[config.mk]
export PLATFORM = sky130hd
export DESIGN_NAME = conv_layer_core
export DESIGN_NICKNAME = d
export VERILOG_FILES = /design/src/rtl/conv_pkg.sv /design/src/rtl/conv_mac_node.sv /design/src/rtl/conv_layer_core.sv
export SDC_FILE = /design/constraint.sdc
export NUM_CORES = 1
export LEC_CHECK = 0
export ABC_AREA = 1
export CAP_MARGIN = 20
export CORE_ASPECT_RATIO = 1.75
export CORE_MARGIN = 2
export CORE_UTILIZATION = 47
export CTS_CLUSTER_SIZE = 30
export DETAILED_ROUTE_END_ITERATION = 8
export GPL_TIMING_DRIVEN = 0
export SLEW_MARGIN = 15
export SYNTH_ARGS = -nofsm -noshare
export SYNTH_HDL_FRONTEND = slang
export SYNTH_HIERARCHICAL = 1
export SYNTH_SLANG_ARGS = --single-unit
[constraint.sdc]
create_clock -name clk_i -period 12.9 [get_ports clk_i]
set_input_delay 1.29 -clock clk_i [delete_from_list [all_inputs] [get_ports clk_i]]
set_output_delay 1.29 -clock clk_i [all_outputs]
set_load 0.03 [all_outputs]
[src/rtl/conv_pkg.sv]
// Shared types and helpers for the 1-D convolution layer: FSM states,
// accumulator sizing, saturation and the kernel/bias ROM contents.
package conv_pkg;

    typedef enum logic [1:0] {
        IDLE,
        LOAD,
        COMPUTE,
        DONE
    } conv_state_e;

    // Full-precision products plus enough headroom for every tap and the bias.
    function automatic int acc_width(input int ws, input int kh, input int kw);
        return 2 * ws + $clog2(kh * kw) + 1;
    endfunction

    function automatic logic signed [63:0] saturate(input logic signed [63:0] v,
                                                    input int ws);
        logic signed [63:0] max_v;
        logic signed [63:0] min_v;
        max_v = (64'sd1 <<< (ws - 1)) - 64'sd1;
        min_v = -(64'sd1 <<< (ws - 1));
        if (v > max_v) begin
            return max_v;
        end else if (v < min_v) begin
            return min_v;
        end
        return v;
    endfunction

    // Kernel ROM image, row-major w[r][c] at r*KW+c. Mirrors the contents of
    // conv_weights_<layer>_<conv>.mem so the ROM needs no file at elaboration.
    function automatic logic [63:0] kernel_weight(input int layer, input int conv,
                                                  input int idx);
        logic [63:0] w;
        w = 64'h0;
        if (layer == 1 && conv == 0) begin
            case (idx)
                0: w = 64'h01;
                1: w = 64'h06;
                2: w = 64'h01;
                3: w = 64'h05;
                4: w = 64'h02;
                5: w = 64'h03;
                default: w = 64'h0;
            endcase
        end
        return w;
    endfunction

    // Bias image, matching conv_bias_<layer>_<conv>.mem.
    function automatic logic [63:0] kernel_bias(input int layer, input int conv);
        logic [63:0] b;
        b = 64'h0;
        if (layer == 1 && conv == 0) begin
            b = 64'h0f;
        end
        return b;
    endfunction

endpackage

[src/rtl/conv_mac_node.sv]
// One output node: bias-initialised accumulator, shift/saturate output stage.
// Optional ReLU on the saturated result when CONV_RELU_EN is defined.
module conv_mac_node
    import conv_pkg::*;
#(
    parameter int WORD_SIZE     = 8,
    parameter int INT_BITS      = 8,
    parameter int KERNEL_HEIGHT = 3,
    parameter int KERNEL_WIDTH  = 2
) (
    input  logic                 clk_i,
    input  logic                 reset_i,
    input  logic                 clear_i,
    input  logic                 acc_en_i,
    input  logic                 last_i,
    input  logic [WORD_SIZE-1:0] x_i,
    input  logic [WORD_SIZE-1:0] w_i,
    input  logic [WORD_SIZE-1:0] bias_i,
    output logic [WORD_SIZE-1:0] data_o
);

    localparam int FRAC   = WORD_SIZE - INT_BITS;
    localparam int ACC_W  = acc_width(WORD_SIZE, KERNEL_HEIGHT, KERNEL_WIDTH);
    localparam int PROD_W = 2 * WORD_SIZE;

    logic signed [ACC_W-1:0]  acc_q, acc_d;
    logic [WORD_SIZE-1:0]     data_q, data_d;
    logic signed [PROD_W-1:0] prod;
    logic signed [ACC_W-1:0]  prod_ext;
    logic signed [ACC_W-1:0]  bias_ext;
    logic signed [ACC_W-1:0]  acc_sum;
    logic signed [ACC_W-1:0]  shifted;
    logic signed [63:0]       shifted_wide;
    logic [WORD_SIZE-1:0]     result;

    always_comb begin
        prod     = $signed(x_i) * $signed(w_i);
        prod_ext = {{(ACC_W - PROD_W){prod[PROD_W-1]}}, prod};
        bias_ext = $signed({{(ACC_W - WORD_SIZE){bias_i[WORD_SIZE-1]}}, bias_i}) <<< FRAC;
        acc_sum  = acc_q + prod_ext;
        // The result is taken from the running sum so the final tap is included.
        shifted      = acc_sum >>> FRAC;
        shifted_wide = {{(64 - ACC_W){shifted[ACC_W-1]}}, shifted};
        result       = WORD_SIZE'(saturate(shifted_wide, WORD_SIZE));
`ifdef CONV_RELU_EN
        if (result[WORD_SIZE-1]) begin
            result = '0;
        end
`endif
    end

    always_comb begin
        acc_d  = acc_q;
        data_d = data_q;
        if (clear_i) begin
            acc_d = bias_ext;
        end else if (acc_en_i) begin
            acc_d = acc_sum;
            if (last_i) begin
                data_d = result;
            end
        end
    end

    always_ff @(posedge clk_i) begin
        if (reset_i) begin
            acc_q  <= '0;
            data_q <= '0;
        end else begin
            acc_q  <= acc_d;
            data_q <= data_d;
        end
    end

    assign data_o = data_q;

endmodule

[src/rtl/conv_layer_core.sv]
// Single-channel 1-D convolution layer: loads a frame from a word FIFO, runs all
// output nodes in parallel and offers the result under valid/yumi. ReLU: CONV_RELU_EN.
module conv_layer_core
    import conv_pkg::*;
#(
    parameter int INPUT_LAYER_HEIGHT = 4,
    parameter int KERNEL_HEIGHT      = 3,
    parameter int KERNEL_WIDTH       = 2,
    parameter int WORD_SIZE          = 8,
    parameter int INT_BITS           = 8,
    parameter int LAYER_NUMBER       = 1,
    parameter int CONVOLUTION_NUMBER = 0,
    localparam int N_OUT             = INPUT_LAYER_HEIGHT - KERNEL_HEIGHT + 1
) (
    input  logic                       clk_i,
    input  logic                       reset_i,
    input  logic                       start_i,
    input  logic                       valid_i,
    output logic                       ready_o,
    input  logic [WORD_SIZE-1:0]       data_i,
    output logic                       valid_o,
    input  logic                       yumi_i,
    output logic [N_OUT*WORD_SIZE-1:0] data_o
);

    localparam int TOTAL  = INPUT_LAYER_HEIGHT * KERNEL_WIDTH;
    localparam int KTOT   = KERNEL_HEIGHT * KERNEL_WIDTH;
    localparam int IDX_W  = $clog2(TOTAL);
    localparam int KIDX_W = $clog2(KTOT);

    conv_state_e          state_q, state_d;
    logic [IDX_W-1:0]     word_cnt_q, word_cnt_d;
    logic [IDX_W-1:0]     comp_cnt_q, comp_cnt_d;
    logic [WORD_SIZE-1:0] x_mem_q [TOTAL];
    logic [WORD_SIZE-1:0] x_mem_d [TOTAL];
    logic [WORD_SIZE-1:0] w_rom   [KTOT];
    logic [WORD_SIZE-1:0] bias;
    logic                 accept;
    logic                 last_word;
    logic                 last_tap;
    logic                 node_clear;
    logic                 node_acc_en;
    logic [WORD_SIZE-1:0] w_cur;

    assign bias = WORD_SIZE'(kernel_bias(LAYER_NUMBER, CONVOLUTION_NUMBER));

    generate
        for (genvar gi = 0; gi < KTOT; gi++) begin : g_rom
            assign w_rom[gi] = WORD_SIZE'(kernel_weight(LAYER_NUMBER, CONVOLUTION_NUMBER, gi));
        end
    endgenerate

    assign ready_o     = (state_q == LOAD);
    assign valid_o     = (state_q == DONE);
    assign accept      = ready_o && valid_i;
    assign last_word   = (word_cnt_q == IDX_W'(TOTAL - 1));
    assign last_tap    = (comp_cnt_q == IDX_W'(KTOT - 1));
    assign node_clear  = (state_q != COMPUTE);
    assign node_acc_en = (state_q == COMPUTE);
    assign w_cur       = w_rom[comp_cnt_q[KIDX_W-1:0]];

    always_comb begin
        state_d    = state_q;
        word_cnt_d = word_cnt_q;
        comp_cnt_d = comp_cnt_q;
        case (state_q)
            IDLE: begin
                if (start_i) begin
                    state_d    = LOAD;
                    word_cnt_d = '0;
                end
            end
            LOAD: begin
                if (accept) begin
                    if (last_word) begin
                        state_d    = COMPUTE;
                        word_cnt_d = '0;
                        comp_cnt_d = '0;
                    end else begin
                        word_cnt_d = word_cnt_q + 1'b1;
                    end
                end
            end
            COMPUTE: begin
                if (last_tap) begin
                    state_d    = DONE;
                    comp_cnt_d = '0;
                end else begin
                    comp_cnt_d = comp_cnt_q + 1'b1;
                end
            end
            DONE: begin
                if (yumi_i) begin
                    state_d = IDLE;
                end
            end
            default: state_d = IDLE;
        endcase
    end

    always_comb begin
        x_mem_d = x_mem_q;
        if (accept) begin
            x_mem_d[word_cnt_q] = data_i;
        end
    end

    always_ff @(posedge clk_i) begin
        if (reset_i) begin
            state_q    <= IDLE;
            word_cnt_q <= '0;
            comp_cnt_q <= '0;
        end else begin
            state_q    <= state_d;
            word_cnt_q <= word_cnt_d;
            comp_cnt_q <= comp_cnt_d;
        end
    end

    // Frame storage needs no reset: every frame overwrites all words before use.
    always_ff @(posedge clk_i) begin
        x_mem_q <= x_mem_d;
    end

    generate
        for (genvar gi = 0; gi < N_OUT; gi++) begin : g_node
            logic [IDX_W-1:0] x_idx;
            // Node n at tap k reads x[n+r][c], which is frame word n*KW+k.
            assign x_idx = IDX_W'(gi * KERNEL_WIDTH) + comp_cnt_q;

            conv_mac_node #(
                .WORD_SIZE    (WORD_SIZE),
                .INT_BITS     (INT_BITS),
                .KERNEL_HEIGHT(KERNEL_HEIGHT),
                .KERNEL_WIDTH (KERNEL_WIDTH)
            ) u_node (
                .clk_i   (clk_i),
                .reset_i (reset_i),
                .clear_i (node_clear),
                .acc_en_i(node_acc_en),
                .last_i  (last_tap),
                .x_i     (x_mem_q[x_idx]),
                .w_i     (w_cur),
                .bias_i  (bias),
                .data_o  (data_o[gi*WORD_SIZE +: WORD_SIZE])
            );
        end
    endgenerate

endmodule

==> results.json <==
{
  "status": "finished, final reports clean",
  "maxSlewViolCount": 0,
  "die_h_um": 230,
  "grt_max_degree": 17,
  "mappedNetlistArea_um2": 13700,
  "finalSetupViolCount": 0,
  "postCtsSetupBuffers": 0,
  "synth_cells": 1786,
  "yosys.area.top_type": "fa_1",
  "count_of_port_buffers_added_during_placement": 30,
  "fillerInstances": 2878,
  "via_count": 11193,
  "totalNegativeSetupSlack_ps": 0,
  "post_route_worst_hold_slack_ps": 472,
  "drt-vias-per-instance": 4.97,
  "endpoint": "g_node[1].u_node/data_o[5]",
  "gr-total-overflow": 0,
  "detailed_place_hpwl_mm": 29.3,
  "grt_util_met2": 0.499,
  "holdCritPathClass": "reg2reg",
  "crit_type": "reg2reg",
  "clk_transition_reported_paths_ps": 70,
  "synth_seq_area_share": 0.234,
  "initial_antenna_violation_count": 0,
  "grt_use_met1": 0.240,
  "layout-drive-gt1-share": 0.0390,
  "cts.htree.levels": 4,
  "minimum_clock_period_after_layout_ps": 7070,
  "gr-usage-met3": 0.0322,
  "cts.hold.buffers_added": 0,
  "worst_setup_path_startpoint": "comp_cnt_q[2]",
  "reg2reg_to": "g_node[1].u_node/data_o[5]",
  "synth-async-reset-ratio": 0,
  "drt-pass1-iter-count": 5,
  "slack_of_the_worst_reg_to_reg_path_ps": 5830,
  "cts_resized": 0,
  "max_slew.worst_pin.slew_ps": 1010,
  "top_level_ports": 31,
  "antennaDiodeCount": 0,
  "cts_root_buffer": "clkbuf_16",
  "ys_ff_latch": 128,
  "place_congestion": 0.925,
  "clock_tree.buffer_depth": 2,
  "rsz0062_at_grt": "no",
  "total_die_area_um2": 30600,
  "crit_path_end_kind": "flop",
  "final_nets": 2146,
  "globalRouteTotalUtil": 0.249,
  "layout.cells.most_common": "nand2_1",
  "worst_ep_arrival_time_ps": 7440,
  "final_min_period_over_clock_period": 0.548,
  "worstPathRequired_ps": 13280,
  "tritoncts.num_buffers": 17,
  "layout_area_overhead_pct": 10.5,
  "drtAntennaViolNets": 0,
  "yosysWarningCount": 6,
  "synth_edf_count": 64,
  "drv_cap": 0,
  "final.setup_skew_ps": 8.82,
  "worst-r2r-cell-count": 27,
  "placement.cell_area_um2": 14600,
  "synth_cell_type_count": 41,
  "most_used_cells_in_the_layout_excluding_fill_and_tap_cells": "nand2_1 (625), inv_1 (376), fa_1 (176), ha_1 (98), nand3_1 (71)",
  "synth_top_flop_cell": "edfxtp_1",
  "tritoncts": "yes",
  "drt_first_iter_violations": 586,
  "route.detailed.drc": 0,
  "grt_pass1_wl_mm": 58.8,
  "routedWlPerCell_um": 15.7,
  "reg2reg_from": "comp_cnt_q[2]",
  "post_synth_main_area_contributors": "fa_1 (26%), nand2_1 (17%), edfxtp_1 (14%)",
  "timing.fmax_mhz": 141,
  "die-width_um": 133,
  "rows": 82,
  "first_global_vias": 11994,
  "max_slew_margin": 0.323,
  "critical_path.startpoint_type": "flop",
  "grt_busiest_layer": "met2",
  "clock_sinks": 128,
  "finalHoldViolCount": 0,
  "avgSynthCellArea_um2": 7.68,
  "worst_skew_pair.late_latency_ps": 450,
  "floorplan.initialDensity": 0.477,
  "highest_fanout_seen_on_the_critical_path": 12,
  "routed_wl_mm": 35.4,
  "final_design_area_no_fill_um2": 15200,
  "synth_largest_type_area_fraction": 0.257,
  "core-area_um2": 28700
}
worst max-delay path, cell delays in order (launching register included):
cell and delay [ps]:
dfxtp_1 380, nor2_2 410, clkbuf_1 480, nand2_1 110, nand4_1 140, clkbuf_1 390
nand2_1 170, inv_1 580, fa_1 570, fa_1 540, fa_1 460, fa_1 530
ha_1 310, ha_1 360, nand2_1 140, nor2_2 140, nand2_1 90, nand3_2 100
nand3_1 100, nand2_1 70, nand2_1 40, nand2_1 90, nand3_1 80, nor2_1 180
nand3_1 160, nand2_2 170, nand2_1 70, a21oi_1 120
registers in the layout (all words and copies together) (netlist names):
register and flops:
g_node.u_node/acc_q 40, word_cnt_q 3, state_q 2, comp_cnt_q 3, g_node.u_node/data_o 16, x_mem_q 64
cell type report:
type	count	area (µm²)	area share
inverters	384	1440	0.0951
multi-input cells	1239	8930	0.589
well taps	378	473	0.0312
repair buffers	30	300	0.0198
plain buffers	59	233	0.0154
clock inverters	15	150	0.00991
flip-flops and latches	128	3200	0.211
clock buffers	17	425	0.0281
cell families (layout without fill, tap and decap cells):
kind of cell / after synthesis / count (layout) / synth area share
compound gates: 109 / 109 / 0.0482
xor+xnor: 7 / 7 / 0.00447
fa+ha+maj: 274 / 274 / 0.346
buf+inv: 443 / 505 / 0.122
other cells: 2 / 26 / 0.000547
flops: 128 / 128 / 0.234
simple gates: 823 / 823 / 0.245
routing by layer:
metal / up-vias / wire length [µm] / share of wire
met5: - / 0 / 0
met4: 0 / 1680 / 0.048
met3: 85 / 952 / 0.027
met2: 213 / 20400 / 0.58
met1: 5365 / 12300 / 0.35
li1: 5530 / - / -
cell usage after synthesis (3+ instances only):
| master | number |
|---|---|
| a31oi_1 | 26 |
| ha_1 | 98 |
| nor2_2 | 8 |
| nand2_1 | 625 |
| a22oi_1 | 13 |
| a21oi_2 | 4 |
| inv_1 | 376 |
| o21ai_0 | 20 |
| xor2_1 | 3 |
| xnor2_1 | 4 |
| fa_1 | 176 |
| nand3_2 | 3 |
| dfxtp_1 | 64 |
| nor2_1 | 67 |
| clkinv_1 | 3 |
| nand3_1 | 71 |
| inv_2 | 5 |
| buf_2 | 6 |
| nand2_2 | 8 |
| clkbuf_1 | 52 |
| a21oi_1 | 39 |
| nand3b_1 | 6 |
| nand4_1 | 24 |
| edfxtp_1 | 64 |
worst min path at each step:
stage | from | end | cells after the start | slack, ps
floorplan | word_cnt_q[1] | word_cnt_q[1] | 2 | 480
global placement | g_node[1].u_node/data_o[7] | g_node[1].u_node/data_o[7] | 2 | 460
detailed placement | g_node[1].u_node/data_o[7] | g_node[1].u_node/data_o[7] | 2 | 460
CTS | g_node[1].u_node/data_o[7] | g_node[1].u_node/data_o[7] | 2 | 480
global route | g_node[1].u_node/data_o[7] | g_node[1].u_node/data_o[7] | 2 | 530
finish | g_node[1].u_node/data_o[7] | g_node[1].u_node/data_o[7] | 2 | 470
metrics by stage:
step            util  std cells  worst slack, ps
3_3_place_gp   0.508       2218             5920
3_5_place_dp   0.508       2218             5910
6_report       0.528       2250             5830
5_1_grt        0.528       2250             5380
2_1_floorplan      -       1810             7270
4_1_cts        0.528       2250             5870
Power is left out: the tool's default activity adds up to more than one toggle a clock period on the data nets, which glitch-free logic cannot reach.
